[config.mk]
export PLATFORM = sky130hd
export DESIGN_NAME = cam_boot_seq
export DESIGN_NICKNAME = d
export VERILOG_FILES = /design/src/rtl/cam_boot_seq.sv
export SDC_FILE = /design/constraint.sdc
export NUM_CORES = 1
export LEC_CHECK = 0
export CORE_MARGIN = 2
export CORE_UTILIZATION = 45
export CTS_CLUSTER_SIZE = 14
export DETAILED_ROUTE_END_ITERATION = 10
export GPL_TIMING_DRIVEN = 0
export PLACE_DENSITY = 0.71
export SLEW_MARGIN = 20
export SYNTH_ARGS = -nofsm -noshare
export SYNTH_HDL_FRONTEND = slang
export SYNTH_SLANG_ARGS = --single-unit
[constraint.sdc]
create_clock -name i_clk -period 2.5 [get_ports i_clk]
set_input_delay 0.5 -clock i_clk [delete_from_list [all_inputs] [get_ports i_clk]]
set_output_delay 0.5 -clock i_clk [all_outputs]
set_load 0.03 [all_outputs]
[src/rtl/cam_boot_seq.sv]
// Camera boot sequencer: lock wait, power-up delay, stretched start pulse, done wait with retry.
// Optional CAM_AUTOBOOT_EN: leave IDLE straight after reset without waiting for a press.
module cam_boot_seq #(
    parameter int unsigned DEBOUNCE_CYC    = 240_000,
    parameter int unsigned PWRUP_CYC       = 1_000_000,
    parameter int unsigned START_PULSE_CYC = 8,
    parameter int unsigned TIMEOUT_CYC     = 50_000_000,
    parameter int unsigned MAX_RETRY       = 3
) (
    input  logic       i_clk,
    input  logic       i_rstn,
    input  logic       i_btn_start,
    input  logic       i_locked,
    input  logic       i_cam_done,
    output logic       o_cam_start,
    output logic       o_busy,
    output logic       o_ready,
    output logic       o_fault,
    output logic [1:0] o_retry_cnt,
    output logic [2:0] o_state
);

    localparam int unsigned Max1   = (PWRUP_CYC > TIMEOUT_CYC) ? PWRUP_CYC : TIMEOUT_CYC;
    localparam int unsigned CntMax = (Max1 > START_PULSE_CYC) ? Max1 : START_PULSE_CYC;
    localparam int unsigned CntW   = $clog2(CntMax + 1);
    localparam int unsigned DbW    = $clog2(DEBOUNCE_CYC + 1);

    localparam logic [CntW-1:0] PwrupLoad   = CntW'(PWRUP_CYC - 1);
    localparam logic [CntW-1:0] PulseLoad   = CntW'(START_PULSE_CYC - 1);
    localparam logic [CntW-1:0] TimeoutLoad = CntW'(TIMEOUT_CYC - 1);
    localparam logic [DbW-1:0]  DbLast      = DbW'(DEBOUNCE_CYC - 1);

    typedef enum logic [2:0] {
        StIdle     = 3'd0,
        StWaitLock = 3'd1,
        StPwrup    = 3'd2,
        StStart    = 3'd3,
        StWaitDone = 3'd4,
        StReady    = 3'd5,
        StFault    = 3'd6
    } state_e;

    logic [1:0]     btn_sync_q, lock_sync_q, done_sync_q;
    logic           btn_s, lock_s, done_s;
    logic [DbW-1:0] db_cnt_q;
    logic           db_q, press_q;

    state_e          state_q, state_d;
    logic [CntW-1:0] cnt_q, cnt_d;
    logic [1:0]      retry_q, retry_d;
    logic            seen_low_q, seen_low_d;
    logic            lock_lost;
    logic            start_q, busy_q, ready_q, fault_q;

    assign btn_s  = btn_sync_q[1];
    assign lock_s = lock_sync_q[1];
    assign done_s = done_sync_q[1];

    always_ff @(posedge i_clk or negedge i_rstn) begin
        if (!i_rstn) begin
            btn_sync_q  <= '0;
            lock_sync_q <= '0;
            done_sync_q <= '0;
            db_cnt_q    <= '0;
            db_q        <= 1'b0;
            press_q     <= 1'b0;
        end else begin
            btn_sync_q  <= {btn_sync_q[0], i_btn_start};
            lock_sync_q <= {lock_sync_q[0], i_locked};
            done_sync_q <= {done_sync_q[0], i_cam_done};
            press_q     <= 1'b0;
            // Level must differ from the accepted value for DEBOUNCE_CYC straight cycles.
            if (btn_s == db_q) begin
                db_cnt_q <= '0;
            end else if (db_cnt_q == DbLast) begin
                db_cnt_q <= '0;
                db_q     <= btn_s;
                press_q  <= btn_s;
            end else begin
                db_cnt_q <= db_cnt_q + 1'b1;
            end
        end
    end

    always_comb begin
        state_d    = state_q;
        retry_d    = retry_q;
        seen_low_d = seen_low_q;
        cnt_d      = cnt_q;
        lock_lost  = !lock_s && (state_q inside {StPwrup, StStart, StWaitDone, StReady});

        case (state_q)
            StIdle: begin
`ifdef CAM_AUTOBOOT_EN
                state_d = StWaitLock;
`else
                if (press_q) state_d = StWaitLock;
`endif
            end
            StWaitLock: if (lock_s) state_d = StPwrup;
            StPwrup:    if (cnt_q == '0) state_d = StStart;
            StStart:    if (cnt_q == '0) state_d = StWaitDone;
            StWaitDone: begin
                if (done_s && seen_low_q) begin
                    state_d = StReady;
                end else if (cnt_q == '0) begin
                    if (retry_q != 2'd3) retry_d = retry_q + 2'd1;
                    state_d = (32'(retry_q) < MAX_RETRY) ? StPwrup : StFault;
                end
            end
            StReady: if (press_q) begin
                state_d = StStart;
                retry_d = '0;
            end
            StFault: if (press_q) begin
                state_d = StWaitLock;
                retry_d = '0;
            end
            default: state_d = StIdle;
        endcase

        if (lock_lost) begin
            state_d = StWaitLock;
            retry_d = retry_q;
        end

        // One shared down-counter, reloaded on every state entry.
        if (state_d != state_q) begin
            case (state_d)
                StPwrup:    cnt_d = PwrupLoad;
                StStart:    cnt_d = PulseLoad;
                StWaitDone: cnt_d = TimeoutLoad;
                default:    cnt_d = '0;
            endcase
        end else if (cnt_q != '0) begin
            cnt_d = cnt_q - 1'b1;
        end

        // A done level left over from a previous boot must not count as completion.
        if (state_d == StStart && state_q != StStart) begin
            seen_low_d = 1'b0;
        end else if ((state_q == StStart || state_q == StWaitDone) && !done_s) begin
            seen_low_d = 1'b1;
        end
    end

    always_ff @(posedge i_clk or negedge i_rstn) begin
        if (!i_rstn) begin
            state_q    <= StIdle;
            cnt_q      <= '0;
            retry_q    <= '0;
            seen_low_q <= 1'b0;
            start_q    <= 1'b0;
            busy_q     <= 1'b0;
            ready_q    <= 1'b0;
            fault_q    <= 1'b0;
        end else begin
            state_q    <= state_d;
            cnt_q      <= cnt_d;
            retry_q    <= retry_d;
            seen_low_q <= seen_low_d;
            start_q    <= (state_d == StStart);
            busy_q     <= (state_d inside {StWaitLock, StPwrup, StStart, StWaitDone});
            ready_q    <= (state_d == StReady);
            fault_q    <= (state_d == StFault);
        end
    end

    assign o_cam_start = start_q;
    assign o_busy      = busy_q;
    assign o_ready     = ready_q;
    assign o_fault     = fault_q;
    assign o_retry_cnt = retry_q;
    assign o_state     = state_q;

endmodule

* After elaboration in Yosys (flattened, before gate mapping) *
Cells that the tools add are included.

storage, ports and cells
  logic and storage cells = 84
  memories kept = 0
  flip-flop bits (word level) = 62
  output and inout port bits = 9
  bits in latches = 0
  bits in writable memories = 0
  memory bits (read-only) = 0
  input port bits = 5

operators by class
  multipliers = 0
  add/subtract/negate cells = 3
  bitwise operators = 2
  div/mod/pow operators = 0
  reductions and logical operators = 19
  muxes and demuxes = 24
  $lt $le $gt $ge = 1
  equal/unequal tests = 21
  shift operators = 0

operators with widths
  operator                 number
  $pmux W26 S3             1
  $mux W26                 2
  $mux W18                 2
  $mux W3                  9
  $logic_not A26 Y1        1
  $reduce_bool A26 Y1      1
  $sub A26 B1 Y26 const B  1
  $add A18 B1 Y18 const B  1
  $eq A18 B18 Y1 const B   1
  $eq A3 B3 Y1 const B     6
  $pmux W3 S6              1
  $eq A3 B2 Y1 const B     4
  $mux W2                  4
  $reduce_bool A4 Y1       2
  $eq A3 B1 Y1 const B     2
  $ne A2 B1 Y1 const B     3
  $reduce_and A6 Y1        1
  $reduce_bool A2 Y1       3
  $logic_and A1 B1 Y1      4
  $mux W1                  4
  $ne A2 B2 Y1 const B     2
  $pmux W2 S2              1
  $reduce_or A2 Y1         2
  $logic_not A3 Y1         1
  other kinds (9)          11

* Longest topological paths before layout *
  depth after elaboration = 9
  mapped depth = 12
  depth with buffers taken out = 9

* Worst setup path before layout *
OpenSTA, ideal clock, no wires.

  path type = reg-to-reg
  start = reg cnt_q[0]
  end = reg cnt_q[13]
  slack = -0.143 ns
  clock period less this slack = 2.643 ns
  stages on the path, launching flop included = 13
  buffers on the path = 3
  data required time = 2.420 ns
  setup time = 0.080 ns
  arrival = 2.563 ns
  path through = dfrtp_1 -> inv_1 -> ha_1 -> nor3b_1 -> nand4_2 -> or3_1 -> buf_6 -> o221a_2 -> or2_0 -> buf_2 -> o22a_1 -> buf_6 -> a31oi_4

between the ends
  word-level cells in the longest chain between the ends = 8
  elaborated cells between the ends (all ways) = 17
  classes of those cells = add/sub: 1; eq/ne: 4; mux: 9; reduce/logical: 3

RTL lines
  item                                          RTL line       RTL
  start: declaration                            49             logic [CntW-1:0] cnt_q, cnt_d;
  start signal: assignment                      159            cnt_q <= cnt_d;
  $logic_not A26 Y1                             101, 102, 106
  $mux W3                                       106            end else if (cnt_q == '0) begin
  $mux W3                                       104            if (done_s && seen_low_q) begin
  $pmux W3 S6                                   92             case (state_q)
  $mux W3                                       122            if (lock_lost) begin
  $eq A3 B3 Y1 or $eq A3 B2 Y1 (tied branches)  129            case (state_d)
  $pmux W26 S3                                  129
  $mux W26                                      128            if (state_d != state_q) begin

Several ways; a longest one is shown, not always the timed one. The select of a mux whose other input is x is not followed.
A chain may end at the register's enable or synchronous reset.

* Worst setup path in the final report *
  start = reg cnt_q[13]
  end = reg cnt_q[13]

Same word-level chain as after synthesis.

==> results.md <==
- Largest net degree at the start of global routing: 57
- DR WL/cell: 14.8 µm
- Count of input and output buffers: 13
- EDFF count, synth: 0
- R2R setup slack: -60 ps
- # clock sinks: 62
- Layout area overhead: 23.3%
- CP cell instances: nor4_4, nand4_4, or3_4, o221a_4, or2_4, o22a_1, buf_6, a31oi_4
- Clock Latency Late Sink: around 340 ps
- Final setup margin: -58.6 ps
- Area after DPL: 3680 µm²
- Non-Filler Instances: 504
- Crit path kind: reg -> reg
- Post-route ant nets: 0
- 1st-pass router iterations: 4
- Worst-case clock buffer depth: 2
- Root Driver: clkbuf_8
- Standard-cell rows: 31
- CP peak stage delay: 440 ps
- Die Ht: just over 90 µm
- Reg2reg path depth: 8
- Largest family of logic cells by synthesized area: simple AND/OR/NAND/NOR gates
- Slew @ Worst Pin: just over 700 ps
- Hold endpoint: btn_sync_q[1]$_DFF_PN0_
- Total grt overflow: 0
- Vias per cell: 5.37
- DP Worst Slack: -469 ps
- Mux cell area share after synthesis: 0.0126
- Final core occ: 0.574
- Syn_nets: 361
- Mean Syn Cell Area: between 9 and 10 µm²
- Number of max-cap violations: 0
- CTS tree: built
- Final TNS setup: -215 ps
- Synth Register Bits: 62
- Commonest non-fill, non-tap cell in the layout: dfrtp_1
- Worst rel slew slack: 0.527
- First-pass GRT wire length: 12800 µm
- Clock buffer count from CTS: 9
- I/O pins: 14
- CP Max Fanout: 5
- Gpl congestion: 0.874
- Placeable Area: 7250 µm²
- Drt total wl: 7460 µm
- First DRT Iteration DRCs: 154
- Post-Synth Simple-Gate Area: 0.258
- Ys Warns: 0
- Final slew viol count: 0
- Hold path start: btn_sync_q[0]$_DFF_PN0_
- Critical path buffer and inverter count: 1
- Ys flop type: dfrtp_1
- Lkg Pwr: 1.78 nW
- Pwr Total: 2.66 mW
- Fmax: 0.391 GHz
- Die W: 90.6 µm
- Slowest CP cell: or3_4
- Post-Place Cells: about 470
- Post-layout min period: roughly 2600 ps
- Failing checks: setup timing
- Async SR Flop Fraction: 1.00
- Antenna diodes: 0
- Final Cycle Share: 1.02
- Dpl hpwl: 4800 µm
- CP Capture Type: flop
- Fin. Hold Viols: 0
- Clk slew on worst S/H paths: 70 ps
- Critical Path Source Type: flop
- Synth Cell Area: 3370 µm²
- Commonest non-fill, non-tap cells in the layout: 59 x dfrtp_1, 50 x nor2_1, 27 x nand2_1
- Vias: between 2000 and 3000
- Die footprint: approximately 8200 µm²
- Initial antenna violation count: 0
- Final nets: 408
- Initial core utilization: 0.465
- Pwr/cell area: ~640 nW/µm²
- VDD IR max: 0.399 mV
- Sequential element share of the synthesized area: 0.460
- Final Skew: 10.8 ps
- Share of cells above drive strength 1: 0.222
- Fin Hold WS: approximately 350 ps
- H-tree levels: 3
- Reg-to-reg critical path startpoint: cnt_q[13]$_DFFE_PN0P_
- Area share of fa/ha/maj cells after synthesis: 0.0111
- Cell family with most CP delay: simple AND/OR/NAND/NOR gates
- Synth Instances: 353
- Synth Area in Compound Gates: 0.125
- Vias in the first global route: 2716
- Finish-stage setup viols: 6
- Remaining DRCs: 0
- Number of distinct library cells after synthesis: 58
- Final Cell Area: 4160 µm²
- Worst min path class: reg -> reg
- Outcome: finished, violations left
- Unrepaired setup endpoints after global routing: true
- Fillers: 656
- Required time worst endpoint: 2760 ps
- All-Layer GR Usage: 0.195
- Reg2reg end: cnt_q[13]$_DFFE_PN0P_
- Synth Area in XOR/XNOR: 0.101
- Worst path arrival time: 2820 ps
- Hold path depth: 0
[kinds of logic (layout without fill, tap and decap cells)]
group / count (synthesis) / count (layout)
simple gates: 162 / 162
flops: 62 / 62
compound gates: 60 / 60
xor+xnor: 39 / 39
buf+inv: 23 / 75
mux: 4 / 4
fa+ha+maj: 3 / 3
[timing repair]
item	in CTS	in global routing
gates cloned	1	0
gates resized for setup	20	13
pin swaps	12	12
setup buffers	17	8
endpoints found under the setup margin	40	35
hold buffers	1	0
endpoints found under the hold margin	6	0
[layer usage]
| metal | track usage | share of wire | vias to the layer above | wire [µm] |
|---|---|---|---|---|
| li1 | - | - | 1322 | - |
| met1 | 0.257 | 0.46 | 1331 | 3440 |
| met2 | 0.311 | 0.49 | 35 | 3660 |
| met3 | 0.0376 | 0.028 | 16 | 209 |
| met4 | 0.0885 | 0.020 | 0 | 152 |
| met5 | 0 | 0 | - | 0 |
[cell usage after synthesis, types with 4 or more instances]
cell type	n	area share
xor2_1	17	0.044
clkbuf_1	8	0.0089
nand2_1	27	0.030
dfrtp_1	62	0.46
nand2b_1	9	0.017
or3_1	5	0.0093
nor3_1	17	0.025
buf_2	4	0.0059
and3_1	5	0.0093
nand3_1	9	0.013
nor4_1	4	0.0074
a21oi_1	16	0.024
inv_1	7	0.0078
nor2_1	52	0.058
o21ai_0	13	0.019
o21a_1	7	0.016
nor2b_1	4	0.0074
xnor2_1	22	0.057
nand4_1	5	0.0093
[how the worst max path moves through the flow]
stage / depth (start not counted) / endpoint / start / slack [ps]
floorplan: 12 / cnt_q[13]$_DFFE_PN0P_ / cnt_q[1]$_DFFE_PN0P_ / -40
global placement: 1 / o_retry_cnt[1]$_DFFE_PN0P_ / i_rstn / -1030
detailed placement: 8 / cnt_q[1]$_DFFE_PN0P_ / cnt_q[11]$_DFFE_PN0P_ / -470
CTS: 10 / cnt_q[1]$_DFFE_PN0P_ / cnt_q[0]$_DFFE_PN0P_ / -130
global route: 10 / cnt_q[13]$_DFFE_PN0P_ / cnt_q[0]$_DFFE_PN0P_ / -150
finish: 8 / cnt_q[13]$_DFFE_PN0P_ / cnt_q[13]$_DFFE_PN0P_ / -60
[worst reg2reg max path, stage by stage, from the launching register on]
cell and delay (ps):
dfrtp_1 420, nor4_4 400, nand4_4 200, or3_4 440
o221a_4 240, or2_4 270, o22a_1 240, buf_6 150
a31oi_4 130
[area by class of cell]
type	count	area, µm²	area share
Buffer	11	65.1	0.0156
Inverter	7	26.3	0.00632
Clock inverter	5	35.0	0.00842
Tap cell	99	124	0.0298
Multi-Input combinational cell	268	1850	0.445
Timing Repair Buffer	41	362	0.0869
Clock buffer	11	141	0.0340
Sequential cell	62	1560	0.374
[where the power goes]
part	internal, mW	total [mW]	switching, mW
clock	0.386	0.777	0.391
sequential	1.15	1.35	0.196
combinational	0.289	0.540	0.252
[flip-flops by register name, indices dropped and copies added, names as in the netlist, 2 cells and up]
register     cells
btn_sync_q       2
cnt_q           26
db_cnt_q        18
done_sync_q      2
lock_sync_q      2
o_retry_cnt      2
o_state          3
No activity file was read; power rests on OpenSTA's default activity.
